$ cat src/rtl/gpio_pkg.sv
// Shared GPIO definitions.
//
// Holds the port width and default debounce depth that the GPIO port and the
// upper-level peripherals reuse, plus the per-bit debounce decision used by
// gpio_debounce_bit.
//
// Contents:
//   GPIO_WIDTH            - number of GPIO bits in port 0
//   GPIO_DB_COUNT_DEFAULT - consecutive differing sample ticks to accept a level
//   GPIO_CNT_W_DEFAULT    - debounce counter width
//   db_action_e           - what a debounce bit does on a given clock
//   db_decide()           - maps (tick, differs, at_limit) to a db_action_e
package gpio_pkg;

  localparam int GPIO_WIDTH            = 16;
  localparam int GPIO_DB_COUNT_DEFAULT = 4;
  localparam int GPIO_CNT_W_DEFAULT    = 8;

  // Action taken by one debounce bit on the current clock.
  typedef enum logic [1:0] {
    DB_HOLD    = 2'd0,  // no sample tick: counter and stable level hold
    DB_RESTART = 2'd1,  // synced level matches stable level: drop any partial count
    DB_ADVANCE = 2'd2,  // differs, not yet long enough: count one more tick
    DB_ACCEPT  = 2'd3   // differs for DB_COUNT ticks: take the new level
  } db_action_e;

  function automatic db_action_e db_decide(input logic tick,
                                           input logic differs,
                                           input logic at_limit);
    db_action_e act;
    act = DB_HOLD;
    if (tick) begin
      if (!differs)     act = DB_RESTART;
      else if (at_limit) act = DB_ACCEPT;
      else              act = DB_ADVANCE;
    end
    return act;
  endfunction

endpackage

$ cat src/rtl/gpio_debounce_bit.sv
// One GPIO bit: two-flop synchronizer, tick-paced debounce counter, stable
// (clean) level register and registered rise/fall pulses.
//
// Ports:
//   clk         - core clock, rising edge
//   rst         - synchronous active-high reset
//   pin         - raw asynchronous pin level
//   sample_tick - one-cycle debounce strobe from the prescaler
//   clean       - debounced level
//   edge_rise   - one-cycle pulse when clean goes 0->1
//   edge_fall   - one-cycle pulse when clean goes 1->0
module gpio_debounce_bit
  import gpio_pkg::*;
#(
  parameter int DB_COUNT = GPIO_DB_COUNT_DEFAULT,  // legal range 1..255
  parameter int CNT_W    = GPIO_CNT_W_DEFAULT     // 2**CNT_W must exceed DB_COUNT
) (
  input  logic clk,
  input  logic rst,
  input  logic pin,
  input  logic sample_tick,
  output logic clean,
  output logic edge_rise,
  output logic edge_fall
);

  localparam logic [CNT_W-1:0] LIMIT = CNT_W'(DB_COUNT - 1);

  logic             sync1;
  logic             sync2;
  logic [CNT_W-1:0] cnt;
  db_action_e       action;

  // NOTE: combinational blocks use blocking '=', and every output gets a value
  // on every path so no latch is inferred.
  always_comb begin
    action = db_decide(sample_tick, sync2 != clean, cnt >= LIMIT);
  end

  // NOTE: sequential state uses non-blocking '<=' so every flop samples the
  // pre-edge value of the others (sync1 -> sync2 shifts by exactly one clock).
  always_ff @(posedge clk) begin
    if (rst) begin
      // NOTE: the counter is cleared by reset too, so a count interrupted by
      // reset never carries partial credit into the next acceptance.
      sync1     <= 1'b0;
      sync2     <= 1'b0;
      cnt       <= '0;
      clean     <= 1'b0;
      edge_rise <= 1'b0;
      edge_fall <= 1'b0;
    end else begin
      sync1     <= pin;
      sync2     <= sync1;
      edge_rise <= 1'b0;
      edge_fall <= 1'b0;
      case (action)
        DB_RESTART: cnt <= '0;
        DB_ADVANCE: cnt <= cnt + CNT_W'(1);
        DB_ACCEPT: begin
          clean     <= sync2;
          cnt       <= '0;
          // clean only changes here, and only to the opposite level, so at
          // most one of the two pulses can be high.
          edge_rise <= sync2;
          edge_fall <= ~sync2;
        end
        default: ;  // DB_HOLD: counter and stable level keep their values
      endcase
    end
  end

endmodule

$ cat src/rtl/gpio_in_conditioner.sv
// Input conditioning for GPIO port 0.
//
// Synchronizes and debounces WIDTH raw pins (one gpio_debounce_bit per bit),
// producing the clean word read as GPIO_0_in, per-bit edge pulses, and a
// sticky, maskable interrupt status with a single OR-reduced interrupt line.
//
// Ports:
//   clk         - core clock, rising edge
//   rst         - synchronous active-high reset
//   pin_in      - raw asynchronous pin levels
//   sample_tick - one-cycle debounce strobe from the prescaler
//   rise_en     - per-bit rising-edge interrupt enable
//   fall_en     - per-bit falling-edge interrupt enable
//   irq_clr_we  - status clear strobe
//   irq_clr     - write-1-to-clear mask, qualified by irq_clr_we
//   gpio_clean  - debounced level
//   edge_rise   - one-cycle pulse per bit on clean 0->1
//   edge_fall   - one-cycle pulse per bit on clean 1->0
//   irq_status  - sticky interrupt flags
//   irq         - OR of irq_status
module gpio_in_conditioner
  import gpio_pkg::*;
#(
  parameter int WIDTH    = GPIO_WIDTH,
  parameter int DB_COUNT = GPIO_DB_COUNT_DEFAULT,
  parameter int CNT_W    = GPIO_CNT_W_DEFAULT
) (
  input  logic             clk,
  input  logic             rst,
  input  logic [WIDTH-1:0] pin_in,
  input  logic             sample_tick,
  input  logic [WIDTH-1:0] rise_en,
  input  logic [WIDTH-1:0] fall_en,
  input  logic             irq_clr_we,
  input  logic [WIDTH-1:0] irq_clr,
  output logic [WIDTH-1:0] gpio_clean,
  output logic [WIDTH-1:0] edge_rise,
  output logic [WIDTH-1:0] edge_fall,
  output logic [WIDTH-1:0] irq_status,
  output logic             irq
);

  for (genvar i = 0; i < WIDTH; i++) begin : g_bit
    gpio_debounce_bit #(
      .DB_COUNT (DB_COUNT),
      .CNT_W    (CNT_W)
    ) u_db (
      .clk         (clk),
      .rst         (rst),
      .pin         (pin_in[i]),
      .sample_tick (sample_tick),
      .clean       (gpio_clean[i]),
      .edge_rise   (edge_rise[i]),
      .edge_fall   (edge_fall[i])
    );
  end

  logic [WIDTH-1:0] set_mask;
  logic [WIDTH-1:0] clr_mask;

  // Enables are applied to the registered pulses, so an enable only matters
  // in the cycle its edge pulse is high; toggling it alone changes nothing.
  always_comb begin
    set_mask = (edge_rise & rise_en) | (edge_fall & fall_en);
    clr_mask = irq_clr_we ? irq_clr : '0;
  end

  // Clear first, then OR in the set: a bit set and cleared together stays set.
  always_ff @(posedge clk) begin
    if (rst) irq_status <= '0;
    else     irq_status <= (irq_status & ~clr_mask) | set_mask;
  end

  // Driven only from flops, so the interrupt line does not glitch.
  assign irq = |irq_status;

endmodule

$ cat config.mk
export PLATFORM = sky130hd
export DESIGN_NAME = gpio_in_conditioner
export DESIGN_NICKNAME = d
export VERILOG_FILES = /design/src/rtl/gpio_pkg.sv /design/src/rtl/gpio_debounce_bit.sv /design/src/rtl/gpio_in_conditioner.sv
export SDC_FILE = /design/constraint.sdc
export NUM_CORES = 1
export LEC_CHECK = 0
export ABC_AREA = 1
export CORE_MARGIN = 8
export CORE_UTILIZATION = 35
export DETAILED_ROUTE_END_ITERATION = 10
export GPL_TIMING_DRIVEN = 0
export PLACE_DENSITY_LB_ADDON = 0.1
export SYNTH_ARGS = -nofsm -noshare
export SYNTH_HDL_FRONTEND = slang
export SYNTH_HIERARCHICAL = 1
export SYNTH_SLANG_ARGS = --single-unit
$ cat constraint.sdc
create_clock -name clk -period 2.3 [get_ports clk]
set_clock_uncertainty 0.15 [all_clocks]
set_input_delay 0.23 -clock clk [delete_from_list [all_inputs] [get_ports clk]]
set_output_delay 0.23 -clock clk [all_outputs]
set_load 0.02 [all_outputs]
## Word level (Yosys, flattened, before mapping)

Index checks and enable logic that the tools add are counted.

| storage, ports and cells | value |
|---|---|
| input bits | 68 |
| bits in registers | 224 |
| output and inout bits | 65 |

| cells by class | value |
|---|---|
| equality and inequality tests | 64 |
| magnitude comparators | 16 |
| add/subtract/negate cells | 16 |
| bitwise operators | 38 |
| reductions and logical operators | 49 |
| multiplexer cells | 65 |

Operators by type and width:

| cell | number |
|---|---|
| 8-bit case mux with 2 select lines | 16 |
| 8-bit by 1-bit adder with 8-bit output, second input constant | 16 |
| 8-bit by 2-bit greater-or-equal comparator with 1-bit output, second input constant | 16 |
| 2-bit equality test, second input constant | 32 |
| 2-bit 2-to-1 mux | 32 |
| 2-bit OR reduction | 32 |
| 16-bit bitwise AND | 3 |
| 2-bit by 1-bit equality test with 1-bit output, second input constant | 16 |
| 1-bit inverter | 32 |
| 16-bit OR | 2 |
| 2-bit nonzero test | 16 |
| 1-bit 2-to-1 mux | 16 |
| 16-bit 2-to-1 mux | 1 |
| 1-bit inequality test | 16 |
| 16-bit inverter | 1 |
| 16-bit OR reduction | 1 |

## Depth between registers and ports, before layout

| depth | value |
|---|---|
| word-level depth | 7 |
| depth in mapped cells | 7 |

## By module

The synthesis kept the hierarchy.

Modules (own cells, without submodules):

| module | cells each | area an instance (µm²) | times used | sequential area each (µm²) |
|---|---|---|---|---|
| gpio_debounce_bit | 56 | 475.5 | 16 | 260.2 |
| gpio_in_conditioner | 147 | 895.9 | 1 | 320.3 |

## Worst setup path before layout

No wires, ideal clock.

| path | value |
|---|---|
| path type | register to output |
| start | reg irq_status[3] |
| end | out irq |
| setup slack | 1.161 ns |
| path buffers | 0 |
| arrival time | 0.759 ns |
| required time | 1.920 ns |
| stages on the path, launching flop included | 5 |
| cell sequence | dfxtp_1 > nor2_1 > nand2_1 > nor2_1 > nand2_1 |

| on the way | value |
|---|---|
| word-level cells in the longest chain between the ends | 1 |

Ends and longest elaborated chain:

| what | RTL line | source |
|---|---|---|
| start: declaration | gpio_in_conditioner.sv:39 | `output logic [WIDTH-1:0] irq_status,` |
| start signal: assignment | gpio_in_conditioner.sv:71 | `else irq_status <= (irq_status & ~clr_mask) \| set_mask;` |
| 16-bit OR reduction | gpio_in_conditioner.sv:75 | `assign irq = \|irq_status;` |
| end: declaration | gpio_in_conditioner.sv:40 | `output logic irq` |

No other way between the ends.

## Final worst setup path

| path | value |
|---|---|
| start | in sample_tick |
| end | reg g_bit[14].u_db.cnt[6] |

| on the way | value |
|---|---|
| word-level cells in the longest chain between the ends | 4 |
| elaborated cells on any way between the ends | 7 |
| classes of those cells | 3 x eq/ne; 2 x mux; 2 x reduce/logical |

Ends and longest elaborated chain:

| what | RTL line | source |
|---|---|---|
| start: declaration | gpio_in_conditioner.sv:31 | `input logic sample_tick,` |
| 2-bit 2-to-1 mux (*) | gpio_pkg.sv:32 | `if (tick) begin` |
| 2-bit by 1-bit equality test with 1-bit output or 2-bit equality test (tied branches) | gpio_debounce_bit.sv:57 | `case (action)` |
| 2-bit OR reduction (no line) | n/a |  |
| 8-bit case mux with 2 select lines or 2-bit nonzero test (tied branches) | n/a |  |
| end signal: assignment | gpio_debounce_bit.sv:59 | `DB_ADVANCE: cnt <= cnt + CNT_W'(1);` |
| end: declaration | gpio_debounce_bit.sv:31 | `logic [CNT_W-1:0] cnt;` |

Every way passes the cells marked *; elsewhere a longest branch is shown, timed or not.
A chain may end at the register's enable or synchronous reset.

==> out/qor.txt <==
CTS clk-pin slew, worst paths = 0.06 ns
Combinational Power Share = 7.1%
Ant diodes = 0
Clock power frac = 45.3%
Synth area leader = dfxtp_1
FILL cells = 2,468
Cell Int Power = 6.54 mW
GRT Resource Usage Total = 11.9%
Nets = 1,290
IO buf count = 129
R2R depth = 3
Routability congestion estimate = 0.736
Routed len/inst = 11.5 um
Post-synth net total = 1,127
Flop pwr share = 47.6%
Largest family of logic cells by synthesized area = simple AND/OR/NAND/NOR gates
Gr ovfl total = 0
Switch share = 22.3%
Status = finished clean
Initial antenna violation count = 0
DIE HEIGHT = 172 um
H-tree Lvls = 1
Layout area overhead = 30.3%
Synth Cell Area = 0.00850 mm^2
RSZ-0062 raised after global routing = no
Hold path cells = 3
Hold_ws = 0.0801 ns
Max Cap Viol = 0
Final WS setup = 0.150 ns
Largest net degree at the start of global routing = 18
WP data arrival = 2.46 ns
Static Leak = 4.73 nW
Dpl hpwl = 12,700 um
CTS tree = done
Seq/Total Area, Yosys = 52.7%
FMAX = 0.465 GHz
Final setup fails = 0
XOR/XNOR Fraction of Synth Area = 1.65%
Sequential Area = 0.00448 mm^2
Final wirelength = 17,800 um
CTS max path bufs = 3
Mean Syn Cell Area = 8.15 um^2
Critical path fanouts, max = 16
Warnings, synthesis = 6
IR drop worst, VDD = 0.390 mV
Via Count = 6,480
Initial DRC Count = 204
Power Dens Cells = 759 mW/mm^2
Hold Path Class = input port to flip-flop
Clk sinks = 224
Hold Path Origin = pin_in[10]
Root Buffer = clkbuf_16
Skew-Pair Late Insertion Delay = 0.51 ns
Worst EP required = 2.61 ns
First-pass GRT wire length = 28,800 um
DR pass1 iterations = 5
Setup CP Type = input port to flip-flop
Post-synthesis mux area share = 1.88%
Largest cells by area after synthesis = dfxtp_1, inv_1, nand2_1
Switching power = 1.87 mW
# DRC = 0
Top cell type's share of synthesized area = 52.7%
Std-Cell Rows = 57
Cell variety after synth = 18
Slew @ Worst Pin = 0.895 ns
Synth Instances = 1,043
CP Launch Point = sample_tick
Fin crit period = 2.15 ns
CP startpoint kind = input port
Dpl ws = 0.436 ns
Normalized max-slew margin = 40.1%
Compound-Gate Fraction of Synth Area = 1.38%
Vias in the first global route = 5,994
Multi-input gate area = 0.00300 mm^2
Core area = 0.0241 mm^2
Layout cells sized above 1 = 11.0%
Period utilization = 93.5%
Final Max Slew Viols = 0
Via/cell ratio = 4.19
Utilization after layout = 46.0%
Synth Area in Simple Gates = 28.0%
Flops & latches, synth = 224
Die width = 172 um
I/O pin cnt = 133
Post-route ant nets = 0
R2r startpoint = g_bit[14].u_db/cnt[6]
Crit. End Element = flip-flop
Setup TNS = 0 ns
Die ar. = 0.0295 mm^2
Adder-cell area share of the yosys netlist = 2.35%
Power Total = 8.41 mW
Initial Util = 35.3%
Final hold viol count = 0
Num CTS Buffers = 26
per-stage QoR:
step / area [um^2] / instances
global route: 11100 / 1548
CTS: 11100 / 1548
floorplan: 8500 / 1043
global placement: 10200 / 1496
detailed placement: 10200 / 1496
finish: 11100 / 1548
synth_stat cells:
cell,n
a21oi_1,6
a21oi_2,10
buf_12,1
buf_2,17
buf_6,17
clkbuf_2,1
dfxtp_1,224
ha_1,16
inv_1,192
mux2i_1,16
nand2_1,181
nand2_2,32
nand3_1,16
nand3_2,16
nand4_1,16
nor2_1,138
nor3_1,128
xnor2_1,16
critical path, cell delays in order:
cell and delay (ns):
dlygate4sd3_1 0.58, buf_12 0.18, buf_6 0.15, dlygate4sd3_1 0.55, nor3_1 0.19, dlygate4sd3_1 0.57
kinds of logic (layout without fill, tap and decap cells):
| group | Yosys count | after routing |
|---|---|---|
| buf+inv | 228 | 409 |
| flops | 224 | 224 |
| fa+ha+maj | 16 | 16 |
| xor+xnor | 16 | 16 |
| compound gates | 16 | 16 |
| mux | 16 | 16 |
| simple gates | 527 | 527 |
per-layer routing:
layer | global-route usage (%) | up-vias | wire length [um]
li1 | - | 3526 | -
met1 | 15.2 | 2819 | 8340
met2 | 19.5 | 106 | 7970
met3 | 2.76 | 29 | 1120
met4 | 3.75 | 0 | 321
met5 | 0 | - | 0
path summary, 6_finish.rpt:
path                            slack [ns]                     to
worst max-delay path                  0.15  g_bit[14].u_db/cnt[6]
worst min-delay path                  0.08   g_bit[10].u_db/sync1
worst max register to register        1.04  g_bit[14].u_db/cnt[6]
worst min register to register        0.25    g_bit[9].u_db/sync2
final cells by class:
class                   count  area share, %
flip-flops and latches    224           40.5
multi-input cells         591           27.1
repair buffers            135           12.3
clock buffers              39           6.96
inverters                 192           6.50
well taps                 324           3.66
plain buffers              36           2.72
clock inverters             7          0.339
cells in the final DEF (no fill, tap or decap), drive strengths merged:
cell / instances
a21oi: 16
buf: 36
clkbuf: 40
clkdlybuf4s50: 128
clkinv: 6
clkinvlp: 1
dfxtp: 224
dlygate4sd2: 1
dlygate4sd3: 5
ha: 16
inv: 192
mux2i: 16
nand2: 213
nand3: 32
nand4: 16
nor2: 138
nor3: 128
xnor2: 16
power groups by stage:
stage	clock [mW]	sequential (mW)	combinational, mW
floorplan	0	4.10	0.337
global placement	0	4.09	0.579
detailed placement	0	4.09	0.585
CTS	3.98	4.00	0.611
global route	4.15	4.01	0.670
finish	3.81	4.00	0.598
registers in the layout (all words and copies together), names as in the netlist:
name / count
g_bit.u_db/cnt: 128
g_bit.u_db/edge_rise: 16
g_bit.u_db/edge_fall: 16
g_bit.u_db/sync1: 16
g_bit.u_db/clean: 16
irq_status: 16
g_bit.u_db/sync2: 16
what timing repair did:
action	in CTS	in global routing
setup endpoints to repair	1	0
buffers inserted	0	0
resized for setup	2	0
hold buffers	6	0
hold endpoints to repair	214	0
Note: power is estimated with default switching activity, not from simulation.
